==> src/rtl/broadcast_scheduler_pkg.sv <==
// Shared types and sizing helpers for the broadcast scheduler and its arbiter.
package broadcast_scheduler_pkg;

    typedef enum logic [1:0] {
        IDLE    = 2'd0,
        ISSUE   = 2'd1,
        WAIT    = 2'd2,
        RESPOND = 2'd3
    } state_t;

    // Wide enough to hold TIMEOUT itself, so the wait counter never wraps.
    function automatic int counter_width(input int timeout);
        return $clog2(timeout + 1);
    endfunction

    function automatic int index_width(input int n);
        return (n > 1) ? $clog2(n) : 1;
    endfunction

endpackage

==> src/rtl/broadcast_scheduler_rr_arbiter.sv <==
// Combinational round-robin selector: the first valid request after the pointer wins.
module rr_arbiter
    import broadcast_scheduler_pkg::*;
#(
    parameter int REQUESTERS = 4,
    localparam int IDX_W = index_width(REQUESTERS)
) (
    input  logic [REQUESTERS-1:0] req,
    input  logic [IDX_W-1:0]      pointer,
    output logic [REQUESTERS-1:0] grant,
    output logic [IDX_W-1:0]      grant_idx
);

    always_comb begin
        int   cand;
        logic found;
        grant     = '0;
        grant_idx = '0;
        found     = 1'b0;
        cand      = 0;
        for (int i = 1; i <= REQUESTERS; i++) begin
            cand = (int'(pointer) + i) % REQUESTERS;
            if (!found && req[IDX_W'(cand)]) begin
                found                = 1'b1;
                grant[IDX_W'(cand)]  = 1'b1;
                grant_idx            = IDX_W'(cand);
            end
        end
    end

endmodule

==> src/rtl/broadcast_scheduler.sv <==
// Time-shares the broadcast tree root between requesters, one instruction in flight,
// and routes each convergecast response (or a timeout) back to its issuer.
module broadcast_scheduler
    import broadcast_scheduler_pkg::*;
#(
    parameter int MESSAGE_WIDTH  = 16,
    parameter int RESPONSE_WIDTH = 16,
    parameter int REQUESTERS     = 4,
    parameter int TIMEOUT        = 64
) (
    input  logic                      clock,
    input  logic                      reset,
    input  logic [REQUESTERS-1:0]     req_valid,
    input  logic [MESSAGE_WIDTH-1:0]  req_message [0:REQUESTERS-1],
    output logic [REQUESTERS-1:0]     req_ready,
    output logic [MESSAGE_WIDTH-1:0]  bcast_message,
    output logic                      bcast_valid,
    input  logic                      resp_valid_in,
    input  logic [RESPONSE_WIDTH-1:0] resp_data_in,
    output logic [REQUESTERS-1:0]     rsp_valid,
    output logic [RESPONSE_WIDTH-1:0] rsp_data,
    output logic                      rsp_timeout,
    output logic                      busy
);

    localparam int IDX_W = index_width(REQUESTERS);
    localparam int CNT_W = counter_width(TIMEOUT);
    localparam logic [CNT_W-1:0] CNT_LAST = CNT_W'(TIMEOUT - 1);
    localparam logic [IDX_W-1:0] PTR_INIT = IDX_W'(REQUESTERS - 1);

    state_t                 state;
    state_t                 next_state;
    logic [IDX_W-1:0]       last_grant;
    logic [IDX_W-1:0]       grant_idx;
    logic [IDX_W-1:0]       win_idx;
    logic [REQUESTERS-1:0]  win_onehot;
    logic [REQUESTERS-1:0]  grant_onehot;
    logic [CNT_W-1:0]       wait_count;
    logic                   transfer;
    logic                   resp_hit;
    logic                   timed_out;

    rr_arbiter #(
        .REQUESTERS(REQUESTERS)
    ) u_arbiter (
        .req       (req_valid),
        .pointer   (last_grant),
        .grant     (win_onehot),
        .grant_idx (win_idx)
    );

    always_ff @(posedge clock) begin
        if (reset) begin
            state <= IDLE;
        end else begin
            state <= next_state;
        end
    end

    // A response in the final WAIT cycle takes precedence over the timeout.
    always_comb begin
        next_state = state;
        req_ready  = '0;
        transfer   = 1'b0;
        resp_hit   = 1'b0;
        timed_out  = 1'b0;
        case (state)
            IDLE: begin
                req_ready = win_onehot;
                transfer  = |req_valid;
                if (transfer) begin
                    next_state = ISSUE;
                end
            end
            ISSUE: begin
                next_state = WAIT;
            end
            WAIT: begin
                resp_hit  = resp_valid_in;
                timed_out = !resp_valid_in && (wait_count == CNT_LAST);
                if (resp_hit || timed_out) begin
                    next_state = RESPOND;
                end
            end
            RESPOND: begin
                next_state = IDLE;
            end
            default: begin
                next_state = IDLE;
            end
        endcase
    end

    always_comb begin
        grant_onehot = '0;
        for (int i = 0; i < REQUESTERS; i++) begin
            grant_onehot[i] = (grant_idx == IDX_W'(i));
        end
    end

    always_ff @(posedge clock) begin
        if (reset) begin
            last_grant  <= PTR_INIT;
            bcast_valid <= 1'b0;
            rsp_valid   <= '0;
            rsp_timeout <= 1'b0;
            busy        <= 1'b0;
        end else begin
            bcast_valid <= (next_state == ISSUE);
            busy        <= (next_state != IDLE);
            rsp_valid   <= (next_state == RESPOND) ? grant_onehot : '0;
            if (transfer) begin
                last_grant <= win_idx;
            end
            if (resp_hit) begin
                rsp_timeout <= 1'b0;
            end else if (timed_out) begin
                rsp_timeout <= 1'b1;
            end
        end
    end

    always_ff @(posedge clock) begin
        if (reset) begin
            bcast_message <= '0;
            rsp_data      <= '0;
        end else begin
            if (transfer) begin
                bcast_message <= req_message[win_idx];
            end
            if (resp_hit) begin
                rsp_data <= resp_data_in;
            end else if (timed_out) begin
                rsp_data <= '0;
            end
        end
    end

    // Saturating guard keeps the counter from wrapping even if WAIT were held.
    always_ff @(posedge clock) begin
        if (transfer) begin
            grant_idx <= win_idx;
        end
        if (state == ISSUE) begin
            wait_count <= '0;
        end else if (state == WAIT && wait_count != CNT_LAST) begin
            wait_count <= wait_count + CNT_W'(1);
        end
    end

endmodule

==> config.mk <==
export PLATFORM = sky130hd
export DESIGN_NAME = broadcast_scheduler
export DESIGN_NICKNAME = d
export VERILOG_FILES = /design/src/rtl/broadcast_scheduler_pkg.sv /design/src/rtl/broadcast_scheduler_rr_arbiter.sv /design/src/rtl/broadcast_scheduler.sv
export SDC_FILE = /design/constraint.sdc
export NUM_CORES = 1
export LEC_CHECK = 0
export BUFFER_PORTS_ARGS = -buffer_cell sky130_fd_sc_hd__buf_2
export CAP_MARGIN = 20
export CORE_MARGIN = 3
export CORE_UTILIZATION = 45
export CTS_BUF_LIST = sky130_fd_sc_hd__clkbuf_4
export DETAILED_ROUTE_END_ITERATION = 6
export GPL_TIMING_DRIVEN = 0
export PLACE_DENSITY = 0.81
export SETUP_SLACK_MARGIN = 0.4
export SLEW_MARGIN = 20
export SYNTH_ARGS = -nofsm -noshare
export SYNTH_HDL_FRONTEND = slang
export SYNTH_SLANG_ARGS = --single-unit
export TNS_END_PERCENT = 100
==> constraint.sdc <==
create_clock -name clock -period 8 [get_ports clock]
set_input_delay 2.4 -clock clock [delete_from_list [all_inputs] [get_ports clock]]
set_output_delay 2.4 -clock clock [all_outputs]
set_load 0.01 [all_outputs]
Word-level counts from Yosys, hierarchy flattened
Cells that the tools add are included.
Widths: inputs -> output; s select.
- register bits after elaboration: 52
- bits of input ports: 87
- reduce and logical (&&, ||, !) cells: 21
- equality and inequality tests: 10
- bitwise operators: 5
- mux-type cells: 43
- $add $sub $neg: 5
- $lt $le $gt $ge: 9
- operators by type and width (kind ; number):
    $mux 16 ; 4
    $bmux 16 s2 ; 1
    $mux 4 ; 5
    $mux 1 ; 18
    $lt 2x4->1 const B ; 4
    $mux 2 ; 6
    $or 4x4->4 ; 3
    $eq 2x2->1 const B ; 5
    $logic_and 1x1->1 ; 9
    $bmux 1 s2 ; 4
    $demux 1 s2 ; 4
    $ge 2x1->1 const B ; 4
    $pmux 2 s4 ; 1
    $add 7x1->7 const B ; 1
    $eq 7x6->1 const B ; 1
    $ne 7x6->1 const B ; 1
    $eq 2x1->1 const B ; 3
    $add 2x1->2 const B ; 2
    $add 2x2->2 const B ; 2
    $logic_not 1->1 ; 4
    $logic_not 2->1 ; 2
    $reduce_bool 2->1 ; 2
    $reduce_or 2->1 ; 2
    $reduce_or 4->1 ; 1
    4 further kinds ; 4

Longest topological paths before layout
- depth in word-level cells: 18
- depth in mapped cells: 12
- mapped depth without buffers: 8

Modules after synthesis
A second synthesis with hierarchy kept.
- cell total of the unflattened synthesis: 289
- area total of the unflattened synthesis: 2891.5 um2
- by module, submodules not included (module ; cells each ; instances ; seq. area each (um2) ; area each (um2)):
    broadcast_scheduler ; 211 ; 1 ; 1061.0 ; 2280.9
    rr_arbiter ; 78 ; 1 ; 0.0 ; 610.6

Worst setup path before layout
OpenSTA, ideal clock, no wires.
- path kind: input to output
- start: input port req_valid[3]
- end: output port req_ready[2]
- data required time: 5.600 ns
- stages: 7
- arrival: 4.124 ns
- path slack: 1.476 ns
- buffers on the path: 1
- path through: clkbuf_1 > mux4_2 > or2_1 > nor3b_1 > a22oi_1 > o22ai_1 > and2_1
- longest elaborated chain between the ends: 14
- elaborated cells between the ends (all ways): 29
- those cells by class: 20 x mux; 3 x bitwise; 6 x reduce/logical
- ends and longest elaborated chain (element ; line ; source):
    start: declaration ; broadcast_scheduler.sv:13 ; input logic [REQUESTERS-1:0] req_valid,
    $bmux 1 s2 ; broadcast_scheduler_rr_arbiter.sv:23 ; if (!found && req[IDX_W'(cand)]) begin
    $mux 1 (not written as such) (2 in a row) ; broadcast_scheduler_rr_arbiter.sv:23 ;
    $mux 1 ; broadcast_scheduler_rr_arbiter.sv:23 ;
    $logic_not 1->1 ; broadcast_scheduler_rr_arbiter.sv:23 ;
    $logic_and 1x1->1 ; broadcast_scheduler_rr_arbiter.sv:23 ;
    $mux 1 ; broadcast_scheduler_rr_arbiter.sv:23 ;
    $logic_not 1->1 ; broadcast_scheduler_rr_arbiter.sv:23 ;
    $logic_and 1x1->1 ; broadcast_scheduler_rr_arbiter.sv:23 ;
    $mux 1 ; broadcast_scheduler_rr_arbiter.sv:23 ;
    $logic_not 1->1 ; broadcast_scheduler_rr_arbiter.sv:23 ;
    $logic_and 1x1->1 ; broadcast_scheduler_rr_arbiter.sv:23 ;
    $mux 4 * ; broadcast_scheduler_rr_arbiter.sv:23 ;
    $mux 4 * ; broadcast_scheduler.sv:67 ; case (state)
    end: declaration ; broadcast_scheduler.sv:15 ; output logic [REQUESTERS-1:0] req_ready,
Mark *: on every way between the ends. The rest lies on a longest branch, timed or not. The select of a mux whose other input is x is not followed.

Final worst setup path
Ends and elaborated chain as after synthesis.

==> results.md <==
* Outcome: completed
* First-iteration detailed-routing DRC count at 153
* Number of distinct library cell variants in the gate-level netlist after synthesis at 47
* NumNets Final at 535
* Number of global-route vias before repair at approximately 2700
* Post-route cell area at 3709 um^2
* FF+latch area at 1061 um^2
* Number of routed nets with antenna violations at 0
* Simple-gate share of the synthesized area at 14.68%
* First-pass GRT wire length at between 10000 and 15000 um
* Peak VDD IR at 205.3 uV
* CTS root buffer: sky130_fd_sc_hd__clkbuf_4
* Multi-input combinational cell area at 1660 um^2
* Total grt overflow at 0
* Count of warnings emitted by yosys at 0
* Number of diodes added for antenna fixing at 0
* Max Fclk at 144.4 MHz
* Total vias in the final route at 2817
* Final-report hold violation count at 0
* Drc violations at 0
* Largest net degree at the start of global routing at 17
* Post-Place Cells at 504
* Critical path's top delay family: simple AND/OR/NAND/NOR gates
* Initial antenna violation count at 0
* Number of sinks on the clock net at 52
* Port Buffers at 128
* Average vias per placed instance at approximately 5.5
* Post-detail-place hpwl at ~5800 um
* Portion of netlist area occupied by mux cells at between 10% and 20%
* Final-layout worst hold slack at 469.1 ps
* Cells along the critical path: clkbuf_1, mux4_2, or2_1, nor3b_1, a22oi_1, o22ai_1, and2_1, buf_2
* Filler Cells Inserted at 524
* Die height at 86.14 um
* Setup repair after global routing missed its margin: no
* Final critical-path required period at between 6000 and 7000 ps
* Synth-to-layout area growth at 28.31%
* Met3 routing resource usage after global routing at 3.939%
* Data required time of the worst path at 5600 ps
* Die footprint at 7420 um^2
* Share of the synthesized netlist area taken by xor and xnor gates at 0.9091%
* Power density over cell area at 372.0 nW/um^2
* Critical path buffers and inverters at 2
* Final Routed Wirelength at 7439 um
* Number of buffers between clock root and the deepest sink at 2
* Netlist area before placement at 2890 um^2
* Hold-fix buffers at CTS at 0
* Setup TNS at 0 ps
* Share of Yosys cell area claimed by the top area cell type at 34.63%
* Top FF cell, synth: sky130_fd_sc_hd__dfxtp_1
* GRT Util Overall at 19.99%
* Met1 usage at 24.59%
* Hold crit path type: reg -> reg
* Horizontal die dimension at approximately 86 um
* Final worst setup slack at 1077 ps
* Tcrit/Tclk final at 86.54%
* Class of the most critical setup path: in -> out
* Compound-Gate Fraction of Synth Area at 20.65%
* Dominant combinational cell family by area after synthesis: compound AO/OA/AOI/OAI gates
* GRT Max-Usage Layer: met2
* Max-Slew Margin vs Limit at 64.18%
* Placed Area at 3625 um^2
* Wire per inst at 14.53 um
* Cell Rows at 28
* Static power due to leakage at ~1.8 nW
* Post-synth EDFFs at 2
* Largest stage delay on the critical path at 630 ps
* First-pass iteration count of the detailed router at 4
* Cell type with the largest total area after synthesis: sky130_fd_sc_hd__dfxtp_1
* Synth Area in Adders at 5.195%
* Fraction of layout cells with a size suffix above 1 at 35.93%
* # IOs at 130
* Post-synthesis register bit count at 52
* Initial standard-cell utilization of the core at 47.69%
* Core Util, Final at 61.19%
* Slowest cell on the critical path: sky130_fd_sc_hd__mux4_2
* Number of max-capacitance violations reported at 0
* Worst Path Arrival at 4520 ps
* Met2 Resource Use GR at 35.81%
* Number of instances in the synthesized netlist at around 300
* # setup viols final at 0
* Clock slew at reported path FFs at 150 ps
* Largest fanout on the critical path at 9
* Area of the core region at 6061 um^2
* Sort of element at the end of the critical path: primary output
* Routability Congestion at 0.8230
* Top cells by area, synth: sky130_fd_sc_hd__dfxtp_1, sky130_fd_sc_hd__mux2i_1, sky130_fd_sc_hd__a22oi_1
* Number of standard cells in the final layout excluding fillers at 512
* Inserted Clock Buffers at 5
* Worst Clk Skew at 14.55 ps
* Latest clock arrival within the worst-skew pair at 360 ps
* Dpl ws at 1126 ps
* Startpoint class of the critical path: primary input
* Part of the Yosys area used for sequential elements at 36.71%
* Post-CTS setup-driven buffer insertion count at 0
* Asr flop ratio synth at 0%
* Post-synth net total at 400
* CTS HTree Levels at 2
* Gates resized, CTS repair at 0
* Tot Pwr at ~1.4 mW
* Final slew viol count at 0
* Clock tree from TritonCTS: yes
* Post-synthesis average cell area at 9.602 um^2
* Worst slew pin tran at 533.8 ps
power breakdown:
| group | total [mW] | internal [mW] | switching [mW] | leakage [nW] |
|---|---|---|---|---|
| Clock | 0.152 | 0.0707 | 0.0812 | 0.0463 |
| Sequential | 0.376 | 0.331 | 0.0447 | 0.430 |
| Combinational | 0.852 | 0.385 | 0.467 | 1.31 |
| Total | 1.38 | 0.787 | 0.593 | 1.78 |
cell type report:
| class | instances | area share [%] |
|---|---|---|
| Timing Repair Buffer | 128 | 17.27 |
| Inverter | 8 | 0.8097 |
| Clock buffer | 6 | 1.215 |
| Clock inverter | 2 | 1.046 |
| Sequential cell | 52 | 28.61 |
| Tap cell | 75 | 2.530 |
| Multi-Input combinational cell | 222 | 44.77 |
| Buffer | 19 | 3.745 |
cell usage after synthesis (2+ instances only):
cell type                   n
sky130_fd_sc_hd__ha_1      12
sky130_fd_sc_hd__buf_2      3
sky130_fd_sc_hd__inv_1      7
sky130_fd_sc_hd__nor2_1    30
sky130_fd_sc_hd__nand2_1    6
sky130_fd_sc_hd__clkbuf_1  11
sky130_fd_sc_hd__or3_1      2
sky130_fd_sc_hd__o21ai_0   18
sky130_fd_sc_hd__o21ai_1    6
sky130_fd_sc_hd__nor2b_1    5
sky130_fd_sc_hd__nor3b_1    3
sky130_fd_sc_hd__a21o_1     2
sky130_fd_sc_hd__a21oi_1    4
sky130_fd_sc_hd__nand3_1   20
sky130_fd_sc_hd__dfxtp_1   50
sky130_fd_sc_hd__nand2b_1   3
sky130_fd_sc_hd__a22oi_1   22
sky130_fd_sc_hd__mux4_2     4
sky130_fd_sc_hd__buf_6      2
sky130_fd_sc_hd__nor3_1     4
sky130_fd_sc_hd__mux2_2     2
sky130_fd_sc_hd__buf_12     3
sky130_fd_sc_hd__a31oi_1    2
sky130_fd_sc_hd__edfxtp_1   2
sky130_fd_sc_hd__xnor2_1    2
sky130_fd_sc_hd__a221oi_1   2
sky130_fd_sc_hd__and2_1     5
sky130_fd_sc_hd__mux2i_1   35
sky130_fd_sc_hd__a32o_1    16
sequential cells by signal, indices dropped and copies added (netlist names):
name and cells:
rsp_timeout 1, wait_count 7, busy 1, last_grant 2, state 2, bcast_valid 1, rsp_data 16, grant_idx 2
rsp_valid 4, bcast_message 16
per-layer routing:
layer | share of wire, % | up-vias
met4 | 1.2 | 0
li1 | - | 1391
met1 | 43 | 1327
met3 | 5.8 | 8
met2 | 50 | 91
met5 | 0 | -
worst paths after layout:
kind,from,end,slack [ps],depth (start not counted)
setup / recovery,req_valid[3],req_ready[2],1080,8
hold / removal,wait_count[6],wait_count[6],470,2
setup reg to reg,last_grant[0],bcast_message[14],4750,11
hold reg to reg,wait_count[6],wait_count[6],470,2
worst min-delay path: cells and delay by family, from the launching register on:
kind	cells	cell delay [ps]
AOI/OAI and AO/OA	1	30
DFF	1	350
and+or+nand+nor	1	70
cells by family (layout without fill, tap and decap cells):
logic type | Yosys count | after routing
and+or+nand+nor | 84 | 84
AOI/OAI and AO/OA | 82 | 82
muxes | 41 | 41
xor gates and xnor gates | 3 | 3
DFF | 52 | 52
adders and majority gates | 12 | 12
buffers and inverters | 27 | 163
cell usage in the layout, fill, tap and decap left out, types with 4 or more instances in the layout:
cell type	instances
sky130_fd_sc_hd__clkbuf_4	6
sky130_fd_sc_hd__a22oi_1	22
sky130_fd_sc_hd__ha_1	12
sky130_fd_sc_hd__mux2i_1	35
sky130_fd_sc_hd__nor3_1	4
sky130_fd_sc_hd__a32o_1	16
sky130_fd_sc_hd__o21ai_1	6
sky130_fd_sc_hd__dfxtp_1	50
sky130_fd_sc_hd__o21ai_0	18
sky130_fd_sc_hd__buf_2	131
sky130_fd_sc_hd__nand2_1	6
sky130_fd_sc_hd__mux4_2	4
sky130_fd_sc_hd__clkbuf_1	11
sky130_fd_sc_hd__nor2_1	30
sky130_fd_sc_hd__a21oi_1	4
sky130_fd_sc_hd__and2_1	5
sky130_fd_sc_hd__nand3_1	20
sky130_fd_sc_hd__nor2b_1	5
sky130_fd_sc_hd__inv_1	7
(Power assumes the default switching activity.)
